$ cat src/rtl/int_arbiter_pkg.sv
`default_nettype none
// ============================================================================
//  Module      : int_arbiter_pkg
//  Description : Shared constants and FSM state encoding for the interrupt
//                arbiter.
//  Revision    : 1.0  initial release
// ============================================================================
package int_arbiter_pkg;

    // Number of interrupt sources; the CPU grant bus is fixed at four lines.
    localparam int NUM_SRC = 4;

    // Arbiter handshake states.
    typedef enum logic [1:0] {
        IDLE  = 2'b00,
        REQ   = 2'b01,
        ACKED = 2'b10
    } arb_state_t;

endpackage : int_arbiter_pkg
`default_nettype wire

$ cat src/rtl/int_arbiter_prio_enc4.sv
`default_nettype none
// ============================================================================
//  Module      : prio_enc4
//  Description : 4-bit fixed-priority encoder. Returns the lowest set bit as
//                a one-hot vector (bit 0 highest priority) plus a valid flag.
//                Purely combinational.
//  Revision    : 1.0  initial release
// ============================================================================
module prio_enc4 (
    input  logic [3:0] req,
    output logic [3:0] onehot,
    output logic       valid
);

    // Isolate the lowest set bit; two's-complement trick keeps it one-hot.
    always_comb begin
        onehot = req & (~req + 4'd1);
        valid  = |req;
    end

endmodule : prio_enc4
`default_nettype wire

$ cat src/rtl/int_arbiter.sv
`default_nettype none
// ============================================================================
//  Module      : int_arbiter
//  Description : Edge-detecting interrupt arbiter. Latches rising edges of the
//                peripheral interrupt lines into a pending register, then
//                presents the highest-priority enabled pending source to the
//                CPU with a registered Ireq/gntInt pair and an Iack handshake.
//  Revision    : 1.0  initial release
// ============================================================================
module int_arbiter #(
    parameter int NUM_SRC = int_arbiter_pkg::NUM_SRC
) (
    input  logic               clk,
    input  logic               reset,
    input  logic [NUM_SRC-1:0] irq_src,
    input  logic [NUM_SRC-1:0] int_en,
    input  logic               Iack,
    output logic               Ireq,
    output logic [NUM_SRC-1:0] gntInt,
    output logic [NUM_SRC-1:0] pending_o
);

    import int_arbiter_pkg::*;

    arb_state_t         state;
    logic [NUM_SRC-1:0] irq_prev;
    logic [NUM_SRC-1:0] pending;
    logic               armed;
    logic [NUM_SRC-1:0] rise;
    logic [NUM_SRC-1:0] eligible;
    logic [NUM_SRC-1:0] clr;
    logic [NUM_SRC-1:0] enc_onehot;
    logic               enc_valid;

    // Edge detect, eligibility and ack-clear mask. 'armed' suppresses the
    // first cycle after reset so a line held high through reset (with
    // irq_prev forced to 0) is not mistaken for a fresh edge.
    always_comb begin
        rise     = irq_src & ~irq_prev & {NUM_SRC{armed}};
        eligible = pending & int_en;
        clr      = '0;
        if (state == REQ && Iack) begin
            clr = gntInt;
        end
    end

    prio_enc4 u_prio_enc4 (
        .req    (eligible),
        .onehot (enc_onehot),
        .valid  (enc_valid)
    );

    // Handshake FSM with registered Ireq/gntInt, plus the pending register
    // where a new edge overrides a same-cycle acknowledge clear.
    always_ff @(posedge clk) begin
        if (reset) begin
            state    <= IDLE;
            pending  <= '0;
            irq_prev <= '0;
            armed    <= 1'b0;
            Ireq     <= 1'b0;
            gntInt   <= '0;
        end else begin
            irq_prev <= irq_src;
            armed    <= 1'b1;
            pending  <= (pending & ~clr) | rise;
            case (state)
                IDLE: begin
                    if (enc_valid) begin
                        state  <= REQ;
                        Ireq   <= 1'b1;
                        gntInt <= enc_onehot;
                    end
                end
                REQ: begin
                    if (Iack) begin
                        state  <= ACKED;
                        Ireq   <= 1'b0;
                        gntInt <= '0;
                    end
                end
                ACKED: begin
                    if (!Iack) begin
                        state <= IDLE;
                    end
                end
                default: begin
                    state  <= IDLE;
                    Ireq   <= 1'b0;
                    gntInt <= '0;
                end
            endcase
        end
    end

    assign pending_o = pending;

endmodule : int_arbiter
`default_nettype wire

$ cat config.mk
export PLATFORM = sky130hd
export DESIGN_NAME = int_arbiter
export DESIGN_NICKNAME = d
export VERILOG_FILES = /design/src/rtl/int_arbiter_pkg.sv /design/src/rtl/int_arbiter_prio_enc4.sv /design/src/rtl/int_arbiter.sv
export SDC_FILE = /design/constraint.sdc
export NUM_CORES = 1
export LEC_CHECK = 0
export ABC_AREA = 1
export ABC_CLOCK_PERIOD_IN_PS = 900
export CELL_PAD_IN_SITES_DETAIL_PLACEMENT = 1
export CELL_PAD_IN_SITES_GLOBAL_PLACEMENT = 1
export CORE_MARGIN = 4
export CORE_UTILIZATION = 28
export DETAILED_ROUTE_END_ITERATION = 10
export GPL_TIMING_DRIVEN = 0
export HOLD_SLACK_MARGIN = 0.06
export PLACE_DENSITY_LB_ADDON = 0.2
export SLEW_MARGIN = 10
export SYNTH_ARGS = -nofsm -noshare
export SYNTH_HDL_FRONTEND = slang
export SYNTH_SLANG_ARGS = --single-unit
$ cat constraint.sdc
create_clock -name clk -period 0.9 [get_ports clk]
set_input_delay 0.27 -clock clk [delete_from_list [all_inputs] [get_ports clk]]
set_output_delay 0.27 -clock clk [all_outputs]
set_load 0.03 [all_outputs]
Yosys cells after proc, flatten, opt, wreduce, memory -nomap -nowiden
Cells that the tools add are included.
Widths: inputs -> output; s select.
{"block": "word_totals", "ff_bits": 16, "inputBits": 11, "output_inout_bits": 9, "word_cells": 39}
{"block": "classes", "add_sub_neg": 1, "eq_ne": 5, "muxes": 12, "bitwise": 10, "reduce_logical": 5}
{"cell": "$and 4x4->4", "n": 5}
{"cell": "$mux 4", "n": 3}
{"cell": "$not 4->4", "n": 3}
{"cell": "$pmux 4 s3", "n": 1}
{"cell": "$mux 2", "n": 3}
{"cell": "$ne 2x2->1 const B", "n": 3}
{"cell": "$pmux 2 s3", "n": 1}
{"cell": "$reduce_and 3->1", "n": 2}
{"cell": "$add 4x1->4 const B", "n": 1}
{"cell": "$or 4x4->4", "n": 1}
{"cell": "$reduce_or 4->1", "n": 1}
{"cell": "$mux 1", "n": 3}
{"cell": "$pmux 1 s3", "n": 1}
{"cell": "$eq 2x1->1 const B", "n": 1}
{"cell": "$eq 2x2->1 const B", "n": 1}
{"cell": "$logic_not 2->1", "n": 1}
{"cell": "$logic_and 1x1->1", "n": 1}
{"cell": "$not 1->1", "n": 1}

Longest topological paths before layout
Gate-level depths: netlist of the first run.
{"block": "logic_depth", "depth_word": 6, "mapped_depth": 8, "mapped_depth_nobuf": 8}

Modules after synthesis
A second synthesis of the first run with hierarchy kept.
{"block": "hier_totals", "hier_cells": 103, "hier_area_um2": 681.9}
{"module": "int_arbiter", "instances": 1, "cells_each": 93, "area_each_um2": 635.6, "seq_area_each_um2": 320.3}
{"module": "prio_enc4", "instances": 1, "cells_each": 10, "area_each_um2": 46.3, "seq_area_each_um2": 0.0}

Worst setup path after synthesis of the first run
OpenSTA, ideal clock, no wires.
{"block": "synth_path", "path_kind": "register to register", "startpoint": "reg pending[1], in the netlist pending_o[1]", "endpoint": "reg gntInt[0]", "setup_time_ps": 114, "t_arrival_ps": 1102, "required_time_ps": 786, "path_slack_ps": -316, "path_stages_with_launch": 8, "n_path_buf": 0, "synth_period_minus_slack_ps": 1216, "path_cell_list": "dfxtp_1 nand2_2 nand2_4 nor2_2 nand2_2 nand3_4 nor2_1 nor2_2"}
{"block": "synth_via", "elab_chain_cells": 4}
{"element": "from (decl)", "line_no": "int_arbiter.sv:27", "text": "logic [NUM_SRC-1:0] pending;"}
{"element": "from (signal assigned)", "line_no": "int_arbiter.sv:66", "text": "pending <= (pending & ~clr) | rise;"}
{"element": "$and 4x4->4", "line_no": "int_arbiter.sv:40", "text": "eligible = pending & int_en;"}
{"element": "$reduce_or 4->1", "line_no": "int_arbiter_prio_enc4.sv:18", "text": "valid = |req;"}
{"element": "$ne 2x2->1 (no line)"}
{"element": "$reduce_and 3->1 (no line)"}
{"element": "to (signal assigned)", "line_no": "int_arbiter.sv:72", "text": "gntInt <= enc_onehot;"}
{"element": "to (decl)", "line_no": "int_arbiter.sv:19", "text": "output logic [NUM_SRC-1:0] gntInt,"}
Every way passes these cells.
A chain may end at the register's enable or synchronous reset.

Worst setup path in the final report of the first run
{"block": "layout_path", "startpoint": "reg pending[0], in the netlist pending_o[0]", "endpoint": "reg gntInt[1]"}
{"block": "layout_via", "elab_chain_cells": 6, "elab_cells_between_ends": 9, "cone_classes": "1 x add/sub; 1 x eq/ne; 2 x mux; 3 x bitwise; 2 x reduce/logical"}
{"element": "$and 4x4->4 *", "line_no": "int_arbiter.sv:40"}
{"element": "$not 4->4", "line_no": "int_arbiter_prio_enc4.sv:17", "text": "onehot = req & (~req + 4'd1);"}
{"element": "$add 4x1->4", "line_no": "int_arbiter_prio_enc4.sv:17"}
{"element": "$and 4x4->4", "line_no": "int_arbiter_prio_enc4.sv:17"}
{"element": "$mux 4", "line_no": "int_arbiter.sv:69", "text": "if (enc_valid) begin"}
{"element": "$pmux 4 s3", "line_no": "int_arbiter.sv:67", "text": "case (state)"}
Every way passes the cells marked *; elsewhere a longest branch is shown, timed or not. The select of a mux whose other input is x is not followed.

==> qor.log, run 1 <==
INFO  synthesis      yosysTopAreaCell=dfxtp_1
INFO  global_route   number_of_global_route_vias_before_repair=708
INFO  floorplan      dieWidth=57.5um
INFO  timing         fin_setup_tns=-2.30ns
INFO  worst_setup_path critPathLaunch=pending_o[0]
INFO  clocking       clk-insertion-delay-late=0.28ns
INFO  worst_setup_path rr_endpoint=gntInt[1]
INFO  global_route   grt_first_pass_wirelength=3.15mm
INFO  floorplan      core_area=2280squm
INFO  global_route   largest_net_degree_at_the_start_of_global_routing=11
INFO  placed_design  hpwl=1.34mm
INFO  route          drt_iter0_markers=5
INFO  status         outcome=finished, violations left
INFO  synthesis      mappedNetlistArea=686squm
INFO  clocking       clock-sinks=16
INFO  run            max-cap-violations=0
INFO  synthesis      yosys_warnings=0
INFO  clocking       cts.htree.levels=1
INFO  cells_and_area multi_input_comb_area=377squm
INFO  placed_design  routabilityCongestion=0.760
INFO  worst_setup_path critical_path_peak_fanout=6
INFO  synthesis      synth.net_count=104
INFO  worst_setup_path crit_end=gntInt[1]
INFO  synthesis      fraction_of_post_synthesis_cell_area_in_the_top_cell_type_by_area=0.467
INFO  route          post_drt_via_cell_ratio=4.59
INFO  timing         final_min_period_over_clock_period=1.19
INFO  timing         post_route_minimum_period=1.07ns
INFO  clocking       clock_path_buffers=2
INFO  timing         worst_slack=-0.172ns
INFO  synthesis      syn-mean-instance-area=7.37squm
INFO  timing         timing.max_slew.rel_slack=0.871
INFO  cells_and_area antenna_cells_inserted=0
INFO  worst_setup_path cp-start-kind=flip-flop
INFO  synthesis      syn-instance-count=93
INFO  floorplan      boundaryPins=20
INFO  cells_and_area fill_cells=290
INFO  timing         finalHoldViolations=0
INFO  route          detail_route.first_pass.iterations=2
INFO  floorplan      die_area=3300squm
INFO  worst_setup_path worst_r2r_startpoint=pending_o[0]
INFO  hold_path      hold_path.class=input port to flip-flop
INFO  route          drc=0
INFO  clocking       clk_transition_reported_paths=0.09ns
INFO  route          routed-via-count=702
INFO  timing         worst_clock_skew=0.00506ns
INFO  pwr            power.density_cell_area=1650nW/um^2
INFO  timing         report.final.setup_viol=19
INFO  worst_setup_path number_of_cells_on_the_worst_reg_to_reg_path=8
INFO  worst_setup_path crit_path_end_kind=flip-flop
INFO  global_route   globalRouteTotalUtil=0.123
INFO  route          postRouteWirelength=1.88mm
INFO  timing         timing.final.max_slew_violations=0
INFO  timing         hold_slack=0.476ns
INFO  route          remaining_number_of_nets_flagged_by_the_antenna_check_after_routing=0
INFO  pwr            worst_ir_drop_vdd=0.835mV
INFO  placed_design  place.detailed.instances=140
INFO  cells_and_area drive_above_1_share=0.488
INFO  clocking       tritoncts=built
INFO  timing         grt_setup_unrepaired=true
INFO  synthesis      synth_sequential_area_ratio=0.467
INFO  synthesis      yosys_register_bits=16
INFO  status         violations_in_the_final_reports=setup timing
INFO  synthesis      top_cells_by_area_in_the_synthesized_netlist=dfxtp_1 47%, nand2_1 9.3%, nor2_1 8.2%
INFO  floorplan      die-height=57.5um
INFO  clocking       cts_made_buffers=3
INFO  worst_setup_path cp_data_required_time=1.08ns
INFO  placed_design  port_buffers=19
INFO  cells_and_area seq_area=347squm
INFO  pwr            cellLeakagePower=0.540nW
INFO  timing         worst_slew_pin_slew=0.193ns
INFO  global_route   antenna_found_initial=0
INFO  timing         highest_clock_rate=933MHz
INFO  worst_setup_path critPathKind=flip-flop to flip-flop
INFO  synthesis      synth.distinct_cells=15
INFO  floorplan      placementRows=17
INFO  cells_and_area layout-area-overhead-vs-synth=63.0%
INFO  global_route   globalRoute.totalOverflow=0
INFO  cells_and_area final_nets=138
INFO  floorplan      initial_utilization=0.301
INFO  worst_setup_path timing.reg2reg.setup_slack=-0.17ns
INFO  worst_setup_path cp.arrival=1.26ns
INFO  clocking       root_buffer=clkbuf_4
INFO  route          dr_wl_cell=12.3um
INFO  cells_and_area layout.cells.non_filler=153
## layer usage
metal	vias up	GRT usage	share of wire
met1	331	0.149	0.43
met5	-	0	0
met4	0	0.0596	0.012
met3	4	0.0226	0.032
met2	12	0.208	0.52
li1	355	-	-
## layout by cell type, fill, tap and decap left out
master | netlist | routed
o21ai_2 | 0 | 2
o21ai_1 | 6 | 4
nor2_4 | 0 | 2
nor2_2 | 4 | 7
clkbuf_4 | 0 | 3
dfxtp_1 | 16 | 5
dfxtp_2 | 0 | 6
nand3_4 | 1 | 1
nand2_4 | 1 | 5
inv_2 | 1 | 2
buf_4 | 0 | 10
dfxtp_4 | 0 | 5
nor2_1 | 15 | 10
nor3_2 | 1 | 1
nand3_1 | 2 | 2
clkbuf_8 | 0 | 1
nand2_1 | 17 | 10
nand2_2 | 4 | 7
clkdlybuf4s50_1 | 0 | 5
a21oi_1 | 7 | 7
inv_1 | 13 | 12
nand4_1 | 4 | 4
dlygate4sd2_1 | 0 | 5
buf_6 | 0 | 9
## synth_stat cells
master and count:
inv_2 1, a21oi_1 7, nand2_1 17, clkbuf_1 1, nand2_2 4, nand3_1 2, inv_1 13, o21ai_1 6
dfxtp_1 16, nor3_2 1, nor2_2 4, nor2_1 15, nand3_4 1, nand2_4 1, nand4_1 4
## worst max-delay path, cell delays in order, from the launching register on
cell and delay (ns):
dfxtp_4 0.37, nand2_4 0.07, nand2_4 0.06, nor2_4 0.10
nand2_2 0.08, nand3_4 0.12, nand2_1 0.06, inv_1 0.07
nor2_2 0.03
## final cells by class
type / count / area share
well taps: 28 / 0.0314
flip-flops and latches: 16 / 0.310
repair buffers: 29 / 0.242
plain buffers: 1 / 0.0123
multi-input cells: 62 / 0.337
clock buffers: 3 / 0.0202
inverters: 14 / 0.0470
## timing repair
| action | CTS | global route |
|---|---|---|
| resized for setup | 85 | 10 |
| setup endpoints to repair | 24 | 24 |
| pin swaps | 13 | 6 |
| hold buffers | 0 | 0 |
| buffers inserted | 6 | 4 |
## per-stage QoR
step	utilization	power [mW]	worst slack, ns	area (sq um)
final	0.491	1.85	-0.172	1120
after global routing	0.491	1.95	-0.213	1120
after CTS	0.464	1.80	-0.176	1060
after detailed placement	0.414	1.35	-0.603	942
after global placement	0.414	1.34	-0.587	942
after floorplan	-	1.15	-0.128	717
## state kept, by name, summed over array words and instances, names as in the netlist
name	count
Ireq	1
pending_o	4
state	2
gntInt	4
irq_prev	4
armed	1
## worst min path at each step
stage                startpoint           end  slack, ns  cells after the start
finish                     Iack      state[1]       0.48                      3
global route               Iack      state[1]       0.51                      3
CTS                        Iack      state[1]       0.44                      3
detailed placement  irq_prev[3]  pending_o[3]       0.48                      3
global placement    irq_prev[0]  pending_o[0]       0.47                      3
floorplan                 reset      state[0]       0.33                      1
## kinds of logic after synthesis
family,count (synthesis),synth area share
simple gates,49,0.356
flops,16,0.467
buf+inv,15,0.0821
compound gates,13,0.0949
## power breakdown
group,total (mW),switching (mW),internal (mW)
clock network,0.379,0.223,0.155
registers,0.839,0.0581,0.781
logic,0.628,0.351,0.278
No activity file was read; power rests on OpenSTA's default activity.
==> run 2: changes to the inputs <==
--- a/config.mk
+++ b/config.mk
@@ -5,15 +5,12 @@
 export SDC_FILE = /design/constraint.sdc
 export NUM_CORES = 1
 export LEC_CHECK = 0
-export ABC_AREA = 1
 export ABC_CLOCK_PERIOD_IN_PS = 900
 export CELL_PAD_IN_SITES_DETAIL_PLACEMENT = 1
 export CELL_PAD_IN_SITES_GLOBAL_PLACEMENT = 1
-export CORE_MARGIN = 4
-export CORE_UTILIZATION = 28
+export CORE_UTILIZATION = 30
 export DETAILED_ROUTE_END_ITERATION = 10
 export GPL_TIMING_DRIVEN = 0
-export HOLD_SLACK_MARGIN = 0.06
 export PLACE_DENSITY_LB_ADDON = 0.2
 export SLEW_MARGIN = 10
 export SYNTH_ARGS = -nofsm -noshare
==> qor.log, run 2 <==
INFO  route          postRouteWirelength=2.09mm
INFO  floorplan      placementRows=17
INFO  synthesis      synth_sequential_area_ratio=0.461
INFO  worst_setup_path cp_cell_sequence=a211oi_4, buf_6, nand3_4, a311oi_2
INFO  synthesis      syn-mean-instance-area=9.64squm
INFO  status         outcome=finished, violations left
INFO  synthesis      mappedNetlistArea=694squm
INFO  worst_setup_path crit_path_end_kind=flip-flop
INFO  cells_and_area antenna_cells_inserted=0
INFO  timing         finalHoldViolations=0
INFO  worst_setup_path cp-start-kind=flip-flop
INFO  global_route   largest_net_degree_at_the_start_of_global_routing=11
INFO  timing         timing.max_slew.rel_slack=0.792
INFO  placed_design  routabilityCongestion=0.789
INFO  clocking       clock-sinks=16
INFO  timing         worst_clock_skew=0.0108ns
INFO  timing         highest_clock_rate=811MHz
INFO  clocking       clk_transition_reported_paths=0.10ns
INFO  clocking       cts.htree.levels=1
INFO  worst_setup_path critical_path.max_stage_delay=0.40ns
INFO  worst_setup_path cp_slowest_cell=dfxtp_4
INFO  worst_setup_path critical_path_peak_fanout=9
INFO  timing         worst_slew_pin_slew=0.313ns
INFO  pwr            power.density_cell_area=1460nW/um^2
INFO  clocking       tritoncts=built
INFO  clocking       clk-insertion-delay-late=0.31ns
INFO  timing         post_route_minimum_period=1.23ns
INFO  synthesis      synth_edf_count=0
INFO  hold_path      hold_path.class=input port to flip-flop
INFO  global_route   globalRouteTotalUtil=0.179
INFO  global_route   antenna_found_initial=0
INFO  floorplan      boundaryPins=20
INFO  timing         final_min_period_over_clock_period=1.37
INFO  cells_and_area leading_cell_type_in_the_layout_fill_and_taps_excluded=buf_6
INFO  route          remaining_number_of_nets_flagged_by_the_antenna_check_after_routing=0
INFO  route          dr_wl_cell=15.0um
INFO  timing         grt_setup_unrepaired=true
INFO  run            max-cap-violations=0
INFO  synthesis      yosys_most_used_dff=dfxtp_1
INFO  route          drc=0
INFO  clocking       root_buffer=clkbuf_4
INFO  floorplan      core_area=2190squm
INFO  route          drt_iter0_markers=8
INFO  clocking       postCtsHoldBufs=0
INFO  synthesis      fraction_of_post_synthesis_cell_area_in_the_top_cell_type_by_area=0.461
INFO  worst_setup_path cp.arrival=1.45ns
INFO  synthesis      top_cells_by_area_in_the_synthesized_netlist=dfxtp_1 46%, nand3b_1 5.4%, a21oi_1 4.3%
INFO  floorplan      die-height=50.1um
INFO  worst_setup_path critPathKind=flip-flop to flip-flop
INFO  timing         worst_slack=-0.334ns
INFO  placed_design  port_buffers=19
INFO  synthesis      synth.net_count=83
INFO  status         violations_in_the_final_reports=setup timing
INFO  floorplan      initial_utilization=0.317
INFO  cells_and_area layout_common_cells=18 x buf_6, 9 x buf_4, 6 x dfxtp_2
INFO  synthesis      yosysTopAreaCell=dfxtp_1
INFO  global_route   grt_first_pass_wirelength=3.24mm
INFO  cells_and_area layout-area-overhead-vs-synth=74.1%
INFO  route          routed-via-count=694
INFO  cells_and_area post-route-cell-area=1210squm
INFO  global_route   number_of_global_route_vias_before_repair=690
INFO  synthesis      post_synthesis_async_set_or_reset_flop_share=0
INFO  synthesis      yosys.cell_count.top_type=dfxtp_1
INFO  clocking       clock_path_buffers=2
INFO  worst_setup_path cp_data_required_time=1.12ns
INFO  timing         timing.final.max_slew_violations=0
INFO  placed_design  placement.setup.worst_slack=-0.809ns
INFO  clocking       cts_made_buffers=3
INFO  synthesis      synth.distinct_cells=31
INFO  route          detail_route.first_pass.iterations=4
INFO  cells_and_area drive_above_1_share=0.514
INFO  worst_setup_path path_buf_inv=1
INFO  floorplan      die_area=2510squm
INFO  global_route   globalRoute.totalOverflow=0
INFO  placed_design  placed_area=942squm
INFO  route          post_drt_via_cell_ratio=4.99
INFO  placed_design  hpwl=1.25mm
INFO  pwr            worst_ir_drop_vdd=1.03mV
INFO  synthesis      yosys_warnings=0
INFO  pwr            cellLeakagePower=0.477nW
INFO  worst_setup_path path_delay_family=compound AO/OA/AOI/OAI gates
INFO  cells_and_area final_nets=123
INFO  synthesis      yosys_register_bits=16
INFO  synthesis      top_post_synthesis_cells_by_count=16 x dfxtp_1, 6 x a21oi_1
INFO  synthesis      syn-instance-count=72
INFO  floorplan      dieWidth=50.1um
INFO  timing         report.final.setup_viol=20
-- run 2: cell types whose count changed after synthesis, sizes merged, moves of 2 or more --
cell,before,now
inv,14,5
a311oi,0,2
nand3b,0,5
nand4,4,1
nand2,22,5
nor2,19,1
nor2b,0,4
a31oi,0,2
buf,0,2
a211oi,0,2
-- run 2: cell families (layout without fill, tap and decap cells) --
family | after synthesis | in the layout | share of synthesized area
simple gates | 25 | 25 | 0.240
compound gates | 22 | 22 | 0.231
xor+xnor | 1 | 1 | 0.0126
buf+inv | 8 | 47 | 0.0558
flops | 16 | 16 | 0.461
-- run 2: layer usage --
metal	global-route usage	up-vias	share of wire
met5	0	-	0
met4	0.0714	0	0.018
met3	0.0494	5	0.043
met2	0.324	14	0.52
met1	0.190	335	0.42
li1	-	340	-
-- run 2: final timing paths --
| path | from | end | slack [ns] | cells past startpoint |
|---|---|---|---|---|
| max | state[0] | gntInt[1] | -0.33 | 4 |
| min | int_en[2] | gntInt[2] | 0.46 | 3 |
| max reg2reg | state[0] | gntInt[1] | -0.33 | 4 |
| min reg2reg | irq_prev[0] | pending_o[0] | 0.49 | 2 |
-- run 2: report_power, final --
part	leakage, nW	internal [mW]	total, mW	switching, mW
clock	0.0150	0.173	0.416	0.243
sequential	0.138	0.754	0.811	0.0564
combinational	0.324	0.291	0.537	0.246
-- run 2: area by class of cell --
type	count	area [sq um]
Timing Repair Buffer	37	364
Clock buffer	4	26.3
Multi-Input combinational cell	48	404
Buffer	1	13.8
Fill cell	245	982
Sequential cell	16	347
Inverter	5	18.8
Tap cell	28	35.0
-- run 2: worst register-to-register path, delay by kind of cell (launching register included) --
| family | cells | cell delay, ns |
|---|---|---|
| buf+inv | 1 | 0.16 |
| flops | 1 | 0.40 |
| simple gates | 1 | 0.08 |
| compound gates | 2 | 0.50 |
-- run 2: through the flow --
step / total power, mW / utilization / std cells / hold slack [ns] / setup TNS [ns]
after global placement: 1.18 / 0.430 / 119 / 0.450 / -12.37
after floorplan: 1.04 / - / 72 / 0.342 / -1.39
final: 1.76 / 0.552 / 139 / 0.456 / -4.18
after detailed placement: 1.18 / 0.430 / 119 / 0.459 / -12.52
after CTS: 1.70 / 0.507 / 133 / 0.412 / -4.04
after global routing: 1.87 / 0.552 / 139 / 0.456 / -5.16
-- run 2: timing repair --
action	4_1_cts	5_1_grt
hold endpoints to repair	0	0
buffers inserted	12	6
setup endpoints to repair	22	20
resized for setup	88	14
pin swaps	10	7
==> run 3: changes to the inputs <==
--- a/config.mk
+++ b/config.mk
@@ -5,6 +5,7 @@
 export SDC_FILE = /design/constraint.sdc
 export NUM_CORES = 1
 export LEC_CHECK = 0
+export ABC_AREA = 0
 export ABC_CLOCK_PERIOD_IN_PS = 900
 export CELL_PAD_IN_SITES_DETAIL_PLACEMENT = 1
 export CELL_PAD_IN_SITES_GLOBAL_PLACEMENT = 1
==> results of run 3 <==
Final layout, timing and power as in run 2 (identical DEF).
